$ cat config.mk
export PLATFORM = sky130hd
export DESIGN_NAME = axi_fifo_drain_flat
export DESIGN_NICKNAME = d
export VERILOG_FILES = /design/src/rtl/axi_fifo_drain_if.sv /design/src/rtl/axi_fifo_drain.sv /design/src/flat_wrapper.sv
export SDC_FILE = /design/constraint.sdc
export NUM_CORES = 1
export LEC_CHECK = 0
export ABC_AREA = 1
export CAP_MARGIN = 10
export CORE_MARGIN = 4
export CORE_UTILIZATION = 43
export CTS_CLUSTER_DIAMETER = 40
export DETAILED_ROUTE_END_ITERATION = 16
export PLACE_DENSITY = 0.75
export SLEW_MARGIN = 15
export SYNTH_ARGS = -nofsm -noshare
export SYNTH_HDL_FRONTEND = slang
export SYNTH_SLANG_ARGS = --single-unit
$ cat constraint.sdc
create_clock -name i_clk -period 2.1 [get_ports i_clk]
set_input_delay 0.315 -clock i_clk [delete_from_list [all_inputs] [get_ports i_clk]]
set_output_delay 0.315 -clock i_clk [all_outputs]
set_load 0.05 [all_outputs]
$ cat src/rtl/axi_fifo_drain_if.sv
// Bus bundle for axi_fifo_drain: FIFO read side plus the VALID/READY source channel.
// master = the drain block, slave = the FIFO / AXI port driver side.
interface axi_fifo_drain_if #(
  parameter int DW = 8,
  parameter int LW = 8
);
  logic [DW-1:0] i_fifo_data;
  logic          i_fifo_empty;
  logic          o_fifo_pop;
  logic          o_valid;
  logic [DW-1:0] o_data;
  logic          o_last;
  logic          i_ready;
  logic [LW-1:0] i_burst_len;

  modport master (
    input  i_fifo_data, i_fifo_empty, i_ready, i_burst_len,
    output o_fifo_pop, o_valid, o_data, o_last
  );

  modport slave (
    output i_fifo_data, i_fifo_empty, i_ready, i_burst_len,
    input  o_fifo_pop, o_valid, o_data, o_last
  );
endinterface

$ cat src/rtl/axi_fifo_drain.sv
// Reader end of a push/pop FIFO, presented as a VALID/READY source.
// Two-entry output buffer (head + skid): the pop decision only looks at the
// registered occupancy and the FIFO empty flag, never at i_ready, yet a
// steady stream still moves one beat per cycle.
// Optional macro AXI_FIFO_DRAIN_LAST_GEN_EN: generate o_last from a beat
// counter against i_burst_len; otherwise every beat is last.
module axi_fifo_drain #(
  parameter int DW = 8,
  parameter int LW = 8
) (
  input  logic              i_clk,
  input  logic              i_resetn,
  axi_fifo_drain_if.master  bus
);

  typedef enum logic [1:0] {
    EMPTY = 2'd0,
    ONE   = 2'd1,
    TWO   = 2'd2
  } state_t;

  state_t        state;
  logic [DW-1:0] head;
  logic [DW-1:0] skid;
  logic          pop;
  logic          hs;

  // Pop whenever there is room; reset gates it so nothing is consumed then.
  assign pop            = i_resetn & ~bus.i_fifo_empty & (state != TWO);
  assign hs             = bus.o_valid & bus.i_ready;
  assign bus.o_fifo_pop = pop;
  assign bus.o_valid    = (state != EMPTY);
  assign bus.o_data     = head;

  // Occupancy FSM and data moves; skid is always older than any new pop.
  always_ff @(posedge i_clk or negedge i_resetn) begin
    if (!i_resetn) begin
      state <= EMPTY;
      head  <= '0;
      skid  <= '0;
    end else begin
      case (state)
        EMPTY: begin
          if (pop) begin
            head  <= bus.i_fifo_data;
            state <= ONE;
          end
        end
        ONE: begin
          if (pop && hs) begin
            head <= bus.i_fifo_data;
          end else if (pop) begin
            skid  <= bus.i_fifo_data;
            state <= TWO;
          end else if (hs) begin
            state <= EMPTY;
          end
        end
        TWO: begin
          if (hs) begin
            head  <= skid;
            state <= ONE;
          end
        end
        default: state <= EMPTY;
      endcase
    end
  end

`ifdef AXI_FIFO_DRAIN_LAST_GEN_EN
  logic [LW-1:0] cnt;
  logic [LW-1:0] len_q;
  logic [LW-1:0] eff_len;
  logic          at_last;

  // First beat follows the live length; later beats use the copy taken then.
  assign eff_len    = (cnt == '0) ? bus.i_burst_len : len_q;
  assign at_last    = (cnt == eff_len);
  assign bus.o_last = bus.o_valid & at_last;

  // Beat counter: advance on each handshake, wrap after the last beat.
  always_ff @(posedge i_clk or negedge i_resetn) begin
    if (!i_resetn) begin
      cnt   <= '0;
      len_q <= '0;
    end else if (hs) begin
      if (cnt == '0) len_q <= bus.i_burst_len;
      cnt <= at_last ? '0 : cnt + 1'b1;
    end
  end
`else
  logic [LW-1:0] unused_burst_len;

  assign unused_burst_len = bus.i_burst_len;
  assign bus.o_last       = 1'b1;
`endif

endmodule
$ cat src/flat_wrapper.sv
// flat-port wrapper written by rule: the top's interface ports become plain ports
module axi_fifo_drain_flat 
#(
  parameter int DW = 8,
  parameter int LW = 8
)
  (i_clk, i_resetn, bus_i_fifo_data, bus_i_fifo_empty, bus_i_ready, bus_i_burst_len, bus_o_fifo_pop, bus_o_valid, bus_o_data, bus_o_last);
  axi_fifo_drain_if #(.DW(DW), .LW(LW)) bus_i ();
  input  logic i_clk;
  input  logic i_resetn;
  input wire logic [$bits(bus_i.i_fifo_data)-1:0] bus_i_fifo_data;
  input wire logic [$bits(bus_i.i_fifo_empty)-1:0] bus_i_fifo_empty;
  input wire logic [$bits(bus_i.i_ready)-1:0] bus_i_ready;
  input wire logic [$bits(bus_i.i_burst_len)-1:0] bus_i_burst_len;
  output wire logic [$bits(bus_i.o_fifo_pop)-1:0] bus_o_fifo_pop;
  output wire logic [$bits(bus_i.o_valid)-1:0] bus_o_valid;
  output wire logic [$bits(bus_i.o_data)-1:0] bus_o_data;
  output wire logic [$bits(bus_i.o_last)-1:0] bus_o_last;
  assign bus_i.i_fifo_data = bus_i_fifo_data;
  assign bus_i.i_fifo_empty = bus_i_fifo_empty;
  assign bus_i.i_ready = bus_i_ready;
  assign bus_i.i_burst_len = bus_i_burst_len;
  assign bus_o_fifo_pop = bus_i.o_fifo_pop;
  assign bus_o_valid = bus_i.o_valid;
  assign bus_o_data = bus_i.o_data;
  assign bus_o_last = bus_i.o_last;
  axi_fifo_drain #(.DW(DW), .LW(LW)) u_core (.i_clk(i_clk), .i_resetn(i_resetn), .bus(bus_i));
endmodule
=== Word level (Yosys, flattened, before mapping) ===
Index checks and enable logic that the tools add are counted.
W data, S select, Z words.

* Bits in registers: 18
* Input bits: 20
* Output and inout bits: 11
* Word-level logic and storage cells: 33

* Equality and inequality tests: 8
* Muxes and demuxes: 10
* Bitwise gates (word level): 5
* Reduce and logical (&&, ||, !) cells: 7

{| class="wikitable"
|+ Operator list
! cell !! count
|-
| $mux W8 || 3
|-
| $pmux W8 S3 || 1
|-
| $mux W2 || 5
|-
| $reduce_and A4 Y1 || 2
|-
| $ne A2 B1 Y1 const B || 3
|-
| $pmux W2 S3 || 1
|-
| $ne A2 B2 Y1 const B || 2
|-
| $and A1 B1 Y1 || 3
|-
| $ne A3 B1 Y1 const B || 1
|-
| $reduce_and A3 Y1 || 1
|-
| $reduce_bool A3 Y1 || 1
|-
| $eq A2 B1 Y1 const B || 1
|-
| $eq A2 B2 Y1 const B || 1
|-
| $logic_not A2 Y1 || 1
|-
| $not A1 Y1 || 2
|-
| $reduce_bool A2 Y1 || 1
|-
| $logic_and A1 B1 Y1 || 1
|}

=== Logic depth before layout (Yosys ltp) ===
Gate-level depths: netlist (run 1).

* Depth after elaboration: 6
* Gate-level depth with buffers: 8
* Gate-level depth less buffers: 8

=== Least setup slack after synthesis (run 1) ===
Ideal clock, no wire load.

* Path kind: reg-to-output
* Start point: register u_core.state[0]
* End point: output port bus_o_fifo_pop
* Arrival time: 1.394 ns
* Slack: 0.391 ns
* Stages on the path, launching flop included: 4
* Path through: dfrtp_1 > inv_2 > buf_6 > a21oi_1

* Cells in the longest elaborated chain, start to end: 2

{| class="wikitable"
|+ Ends and longest elaborated chain
! item !! RTL line !! text
|-
| start, declared || axi_fifo_drain.sv:22 || <nowiki>state_t state;</nowiki>
|-
| start signal, assigned || axi_fifo_drain.sv:38 || <nowiki>state <= EMPTY;</nowiki>
|-
| start signal, assigned || axi_fifo_drain.sv:46 || <nowiki>state <= ONE;</nowiki>
|-
| start signal, assigned || axi_fifo_drain.sv:54 || <nowiki>state <= TWO;</nowiki>
|-
| $ne A2 B2 Y1 || axi_fifo_drain.sv:29 || <nowiki>assign pop = i_resetn & ~bus.i_fifo_empty & (state != TWO);</nowiki>
|-
| $and A1 B1 Y1 || axi_fifo_drain.sv:29 ||
|-
| end, declared || flat_wrapper.sv:15 || <nowiki>output wire logic [$bits(bus_i.o_fifo_pop)-1:0] bus_o_fifo_pop;</nowiki>
|}

No other way between the ends.

=== Final worst setup path (run 1) ===
* Start point: register u_core.head[5], in the netlist u_core.bus.o_data[5]
* End point: output port bus_o_data[5]

{| class="wikitable"
|+ RTL lines
! item !! RTL line !! text
|-
| start, declared || axi_fifo_drain.sv:23 || <nowiki>logic [DW-1:0] head;</nowiki>
|-
| start signal, assigned || axi_fifo_drain.sv:45 || <nowiki>head <= bus.i_fifo_data;</nowiki>
|-
| start signal, assigned || axi_fifo_drain.sv:51 || <nowiki>head <= bus.i_fifo_data;</nowiki>
|-
| start signal, assigned || axi_fifo_drain.sv:61 || <nowiki>head <= skid;</nowiki>
|-
| end, declared || flat_wrapper.sv:17 || <nowiki>output wire logic [$bits(bus_i.o_data)-1:0] bus_o_data;</nowiki>
|}

No word-level cell between the ends.

==> flow_summary.yaml, run 1 <==
run_status:
  outcome: "finished clean"
clock_network:
  htreeDepth: 1
  clk_pin_slew_worst_paths_ps: 90
  cts_sinks: 18
  numCtsBuffers: 3
  cts_tree: "done"
  root_buffer: "clkbuf_4"
  clk_path_buf_depth: 2
  post_cts_buffers: 0
  clkLatencyLatePin_ps: 280
  cts.repair.resized: 0
  postCtsHoldBufs: 0
synthesis:
  synth_top_area_frac: 0.486
  yosysSeqAreaShare: 0.486
  yosys.area.top_type: "dfrtp_1"
  syn_inst: 116
  syn_nets: 136
  synthTopCellsByArea: "dfrtp_1, nand2_1, nand3_1"
  post_synth_instance_area_um2: 927
  syn_area_per_cell_um2: 7.99
  synth_cell_types: 16
  yosys_warnings: 0
  ys_seq_elements: 18
sta:
  whs_ps: 435
  period_share: 0.838
  max_freq_ghz: 0.568
  setup_viol: 0
  worst_pin_slew_ps: 531
  min_period_ps: 1760
  drv_slew: 0
  clock_skew_ps: 0.439
  hold_violations: 0
  maxSlewHeadroom: 0.646
  rsz0062_at_grt: "false"
  finalSetupTns_ps: 0
pwr:
  finalPower_mw: 1.66
  switching_share: 0.478
  pwr-share-clk: 0.099
  leakagePower_nw: 0.624
  p_seq_frac: 0.365
  power_switching_uw: 793
  power.density_nw_per_um2: 1420
  p_int_uw: 868
  ir_drop_v: 0.000703
  pwr-share-comb: 0.536
global_route:
  grt_antenna_before_repair: 0
  grt_usage: 0.135
  grt_max_degree: 19
  grt_pass1_vias: 670
  grt_pass1_wl_um: 2880
  grt_overflow_total: 0
setup_path:
  rr_endpoint: "u_core.bus.o_data[3]$_DFFE_PN0P_"
  worst-setup-path-type: "register to output port"
  ff2ff_setup_slack_ps: 680
  crit_family: "buffers and inverters"
  start_kind: "register"
  crit_buf_inv: 1
  worstPathRequired_ps: 1780
  cp_cell_sequence: "clkdlybuf4s50_1"
  endpoint_kind: "output port"
  cp.depth: 1
  cpPeakStageDelay_ps: 800
  r2r_cells: 7
  cp_max_fo: 2
  crit_arrival_ps: 1450
  r2r_start: "u_core.state[1]$_DFFE_PN0P_"
  slowest_stage: "clkdlybuf4s50_1"
layout:
  fillers: 207
  post-route-util: 0.585
  diodes: 0
  fin_nets: 159
  synthToLayoutAreaGrowth_pct: 26.3
  fin_cells: 164
  layout-drive-gt1-share: 0.0876
die:
  rows: 16
  die_w_um: 54.4
  die_h_um: 54.4
  ios: 31
  die_area_um2: 2960
  core_area_um2: 2000
  initial_utilization: 0.463
placed_design:
  dpl.hpwl_um: 1290
  place_congestion: 0.772
  dp_cells: 161
  port_buffers: 21
hold_path:
  min_path_type: "primary input to async pin"
detailed_routing:
  routed_via_density: 4.60
  avgRoutedWirePerCell_um: 10.3
  final_antenna_net_count: 0
  drt_iter0_drc: 24
  num_vias: 755
  dr.pass1.iters: 4
  drcViolationCount: 0
  wl_um: 1680
run:
  maxCapViolations: 0
[layer usage]
layer,vias to the layer above,GRT usage,part of all wire
li1,404,-,-
met1,330,0.189,0.51
met2,19,0.201,0.43
met3,2,0.0245,0.055
met4,0,0.0622,0.0048
met5,-,0,0
[logic make-up (layout without fill, tap and decap cells)]
group | Yosys count | in the layout | synth area share
other | 1 | 1 | 0.00404
AND/OR/NAND/NOR | 67 | 67 | 0.332
flip-flops | 18 | 18 | 0.486
buffers and inverters | 19 | 40 | 0.104
AO/OA/AOI/OAI | 11 | 11 | 0.0742
[Yosys cell counts]
master,instances
buf_4,2
nand2_1,44
a21oi_1,1
conb_1,1
nand4_4,1
inv_1,13
buf_6,2
nand3_1,19
o21ai_1,1
nor2_1,1
nand2_4,2
dfrtp_1,18
inv_4,1
o21bai_4,1
inv_2,1
o21ai_0,8
[placed cells by master (no fill, tap or decap), types with 2 or more instances in the layout]
| cell | Yosys | final |
|---|---|---|
| buf_4 | 2 | 2 |
| clkbuf_4 | 0 | 3 |
| clkdlybuf4s50_1 | 0 | 19 |
| dfrtp_1 | 18 | 18 |
| inv_1 | 13 | 13 |
| nand2_1 | 44 | 44 |
| nand2_4 | 2 | 2 |
| nand3_1 | 19 | 19 |
| o21ai_0 | 8 | 8 |
[how the worst max path moves through the flow]
stage	start	to	slack (ps)
2_1_floorplan	u_core.state[0]$_DFFE_PN0P_	bus_o_fifo_pop	390
3_3_place_gp	i_resetn	bus_o_fifo_pop	460
3_5_place_dp	i_resetn	bus_o_fifo_pop	440
4_1_cts	u_core.bus.o_data[4]$_DFFE_PN0P_	bus_o_data[4]	330
5_1_grt	u_core.bus.o_data[4]$_DFFE_PN0P_	bus_o_data[4]	270
6_report	u_core.bus.o_data[5]$_DFFE_PN0P_	bus_o_data[5]	340
[flip-flops by register name (all words and copies together) (netlist names)]
register / count
u_core.state: 2
u_core.bus.o_data: 8
u_core.skid: 8
[metrics by stage]
stage / worst slack, ps / cell area, µm²
finish: 340 / 1170
global route: 270 / 1170
CTS: 329 / 1170
detailed placement: 444 / 1150
global placement: 464 / 1150
floorplan: 391 / 927
[power groups by stage]
stage          clock network [mW]  logic (mW)  registers, mW
2_1_floorplan                   0       0.410          0.855
3_3_place_gp                    0       0.890          0.607
3_5_place_dp                    0       0.903          0.613
4_1_cts                     0.169       0.904          0.606
5_1_grt                     0.194       0.971          0.625
6_report                    0.165       0.890          0.606
[worst register-to-register path: cells and delay by family (launching register included)]
family        cells  cell delay, ps
flops             1             690
buf+inv           1             110
simple gates      6             520
[layout make-up]
| cell class | instances | area, µm² | area share |
|---|---|---|---|
| sequential | 18 | 450 | 0.385 |
| multi-input combinational | 79 | 380 | 0.325 |
| timing repair buffer | 22 | 225 | 0.192 |
| inverter | 15 | 58.8 | 0.0502 |
| tap | 27 | 33.8 | 0.0288 |
| clock buffer | 3 | 22.5 | 0.0192 |
Note: power is estimated with default switching activity, not from simulation.
==> run 2, diff against run 1 <==
==> constraint.sdc (replaced) <==
create_clock -name i_clk -period 1.8 [get_ports i_clk]
set_input_delay 0.27 -clock i_clk [delete_from_list [all_inputs] [get_ports i_clk]]
set_output_delay 0.27 -clock i_clk [all_outputs]
set_load 0.05 [all_outputs]
==> run 2 against run 1 <==
  * Flip-flop and latch count did not move
  * Register-to-register slack got worse by 300 ps
  * Clock-buffer cell count did not move
  * Sequential power rose by 17%
  * Sequential share of layout area fell by 0.41 points
  * Routed wire length rose by 1.2%
  * First-iteration DRC count fell by 29%
  * Setup slack got worse by 270 ps
  * Via count rose by 2.9%
  * Power rose by 19%
  * Design area rose by 1.1%
  * Highest routed layer is now met3
  * Worst hold slack got worse by 64 ps
==> flow_summary.yaml, run 2 (synthesis results as in run 1) <==
run_status:
  outcome: "finished clean"
setup_path:
  worstPathRequired_ps: 1530
  crit_family: "buffers and inverters"
  r2r_start: "u_core.state[1]$_DFFE_PN0P_"
  ff2ff_setup_slack_ps: 380
  cpPeakStageDelay_ps: 810
  rr_endpoint: "u_core.bus.o_data[2]$_DFFE_PN0P_"
  endpoint_kind: "output port"
  crit_buf_inv: 1
  worst-setup-path-type: "register to output port"
  cp_max_fo: 2
  slowest_stage: "clkdlybuf4s50_1"
  crit_arrival_ps: 1460
  r2r_cells: 7
  start_kind: "register"
  cp_cell_sequence: "clkdlybuf4s50_1"
clock_network:
  cts_sinks: 18
  post_cts_buffers: 0
  root_buffer: "clkbuf_4"
  clkLatencyLatePin_ps: 280
  clk_pin_slew_worst_paths_ps: 100
  clk_path_buf_depth: 2
  postCtsHoldBufs: 0
  cts_tree: "done"
  htreeDepth: 1
  numCtsBuffers: 3
  cts.repair.resized: 0
sta:
  rsz0062_at_grt: "false"
  clock_skew_ps: 2.23
  drv_slew: 0
  hold_violations: 0
  finalSetupTns_ps: 0
  worst_pin_slew_ps: 529
  period_share: 0.959
  maxSlewHeadroom: 0.647
  setup_viol: 0
  max_freq_ghz: 0.579
  min_period_ps: 1730
detailed_routing:
  num_vias: 777
  drcViolationCount: 0
  wl_um: 1700
  dr.pass1.iters: 4
  routed_via_density: 4.74
  avgRoutedWirePerCell_um: 10.4
  final_antenna_net_count: 0
  drt_iter0_drc: 17
die:
  rows: 16
  initial_utilization: 0.463
  ios: 31
  die_area_um2: 2960
  core_area_um2: 2000
  die_h_um: 54.4
  die_w_um: 54.4
layout:
  synthToLayoutAreaGrowth_pct: 27.7
  fillers: 191
  multi_input_area_um2: 380
  seqCellArea_um2: 450
  layout_common_cells: "nand2_1, nand3_1, clkdlybuf4s50_1"
  fin_nets: 159
  layout-drive-gt1-share: 0.0876
  fin_cells: 164
  diodes: 0
  layout_commonest_cell: "nand2_1"
global_route:
  grt_overflow_total: 0
  grt_pass1_wl_um: 2850
  grt_usage: 0.134
  grt_max_degree: 19
  grt_pass1_vias: 668
  grt_antenna_before_repair: 0
pwr:
  ir_drop_v: 0.000803
  power.density_nw_per_um2: 1670
  leakagePower_nw: 0.629
placed_design:
  dp_cells: 161
  port_buffers: 21
  place_congestion: 0.773
  dpl.hpwl_um: 1280
hold_path:
  min_path_type: "primary input to async pin"
run:
  maxCapViolations: 0
## run 2: cell types whose count changed in the layout (fill, tap and decap cells not counted)
cell,previous run,this run
buf_12,1,2
buf_4,2,1
## run 2: routing by layer
metal	share of wire	wire length, µm	vias up	global-route usage
li1	-	-	405	-
met2	0.48	811	21	0.207
met5	0	0	-	0
met1	0.45	768	351	0.179
met4	0	0	0	0.0622
met3	0.072	122	0	0.0245
## run 2: worst max-delay path by stage
| stage | start | to | depth (start not counted) |
|---|---|---|---|
| after CTS | u_core.bus.o_data[3]$_DFFE_PN0P_ | bus_o_data[3] | 1 |
| after detailed placement | i_resetn | bus_o_fifo_pop | 4 |
| after floorplan | u_core.state[0]$_DFFE_PN0P_ | bus_o_fifo_pop | 3 |
| final | u_core.bus.o_data[3]$_DFFE_PN0P_ | bus_o_data[3] | 1 |
| after global placement | i_resetn | bus_o_fifo_pop | 4 |
| after global routing | u_core.bus.o_data[3]$_DFFE_PN0P_ | bus_o_data[3] | 1 |
## run 2: final cells by class
class | instances | share of cell area
multi-input cells | 79 | 0.321
inverters | 15 | 0.0497
well taps | 27 | 0.0285
flip-flops and latches | 18 | 0.381
repair buffers | 22 | 0.201
clock buffers | 3 | 0.0190
## run 2: per-stage QoR
step / power [mW] / hold WS (ps) / setup slack, ps / instance area (µm²) / util
finish: 1.98 / 370 / 73.8 / 1180 / 0.591
global route: 2.12 / 396 / 1.12 / 1180 / 0.591
CTS: 2.01 / 377 / 45.5 / 1180 / 0.591
detailed placement: 1.80 / 458 / 245 / 1160 / 0.580
global placement: 1.78 / 454 / 253 / 1160 / 0.580
floorplan: 1.48 / -25.6 / 136 / 927 / -
## run 2: power breakdown
group | switching, mW | internal, mW
logic | 0.702 | 0.377
registers | 0.119 | 0.589
clock network | 0.115 | 0.0776
total | 0.935 | 1.04
## run 2: worst register-to-register path: cells and delay by family (launching register included)
kind / cells / cell delay (ps)
DFF: 1 / 690
and+or+nand+nor: 6 / 510
buffers and inverters: 1 / 110
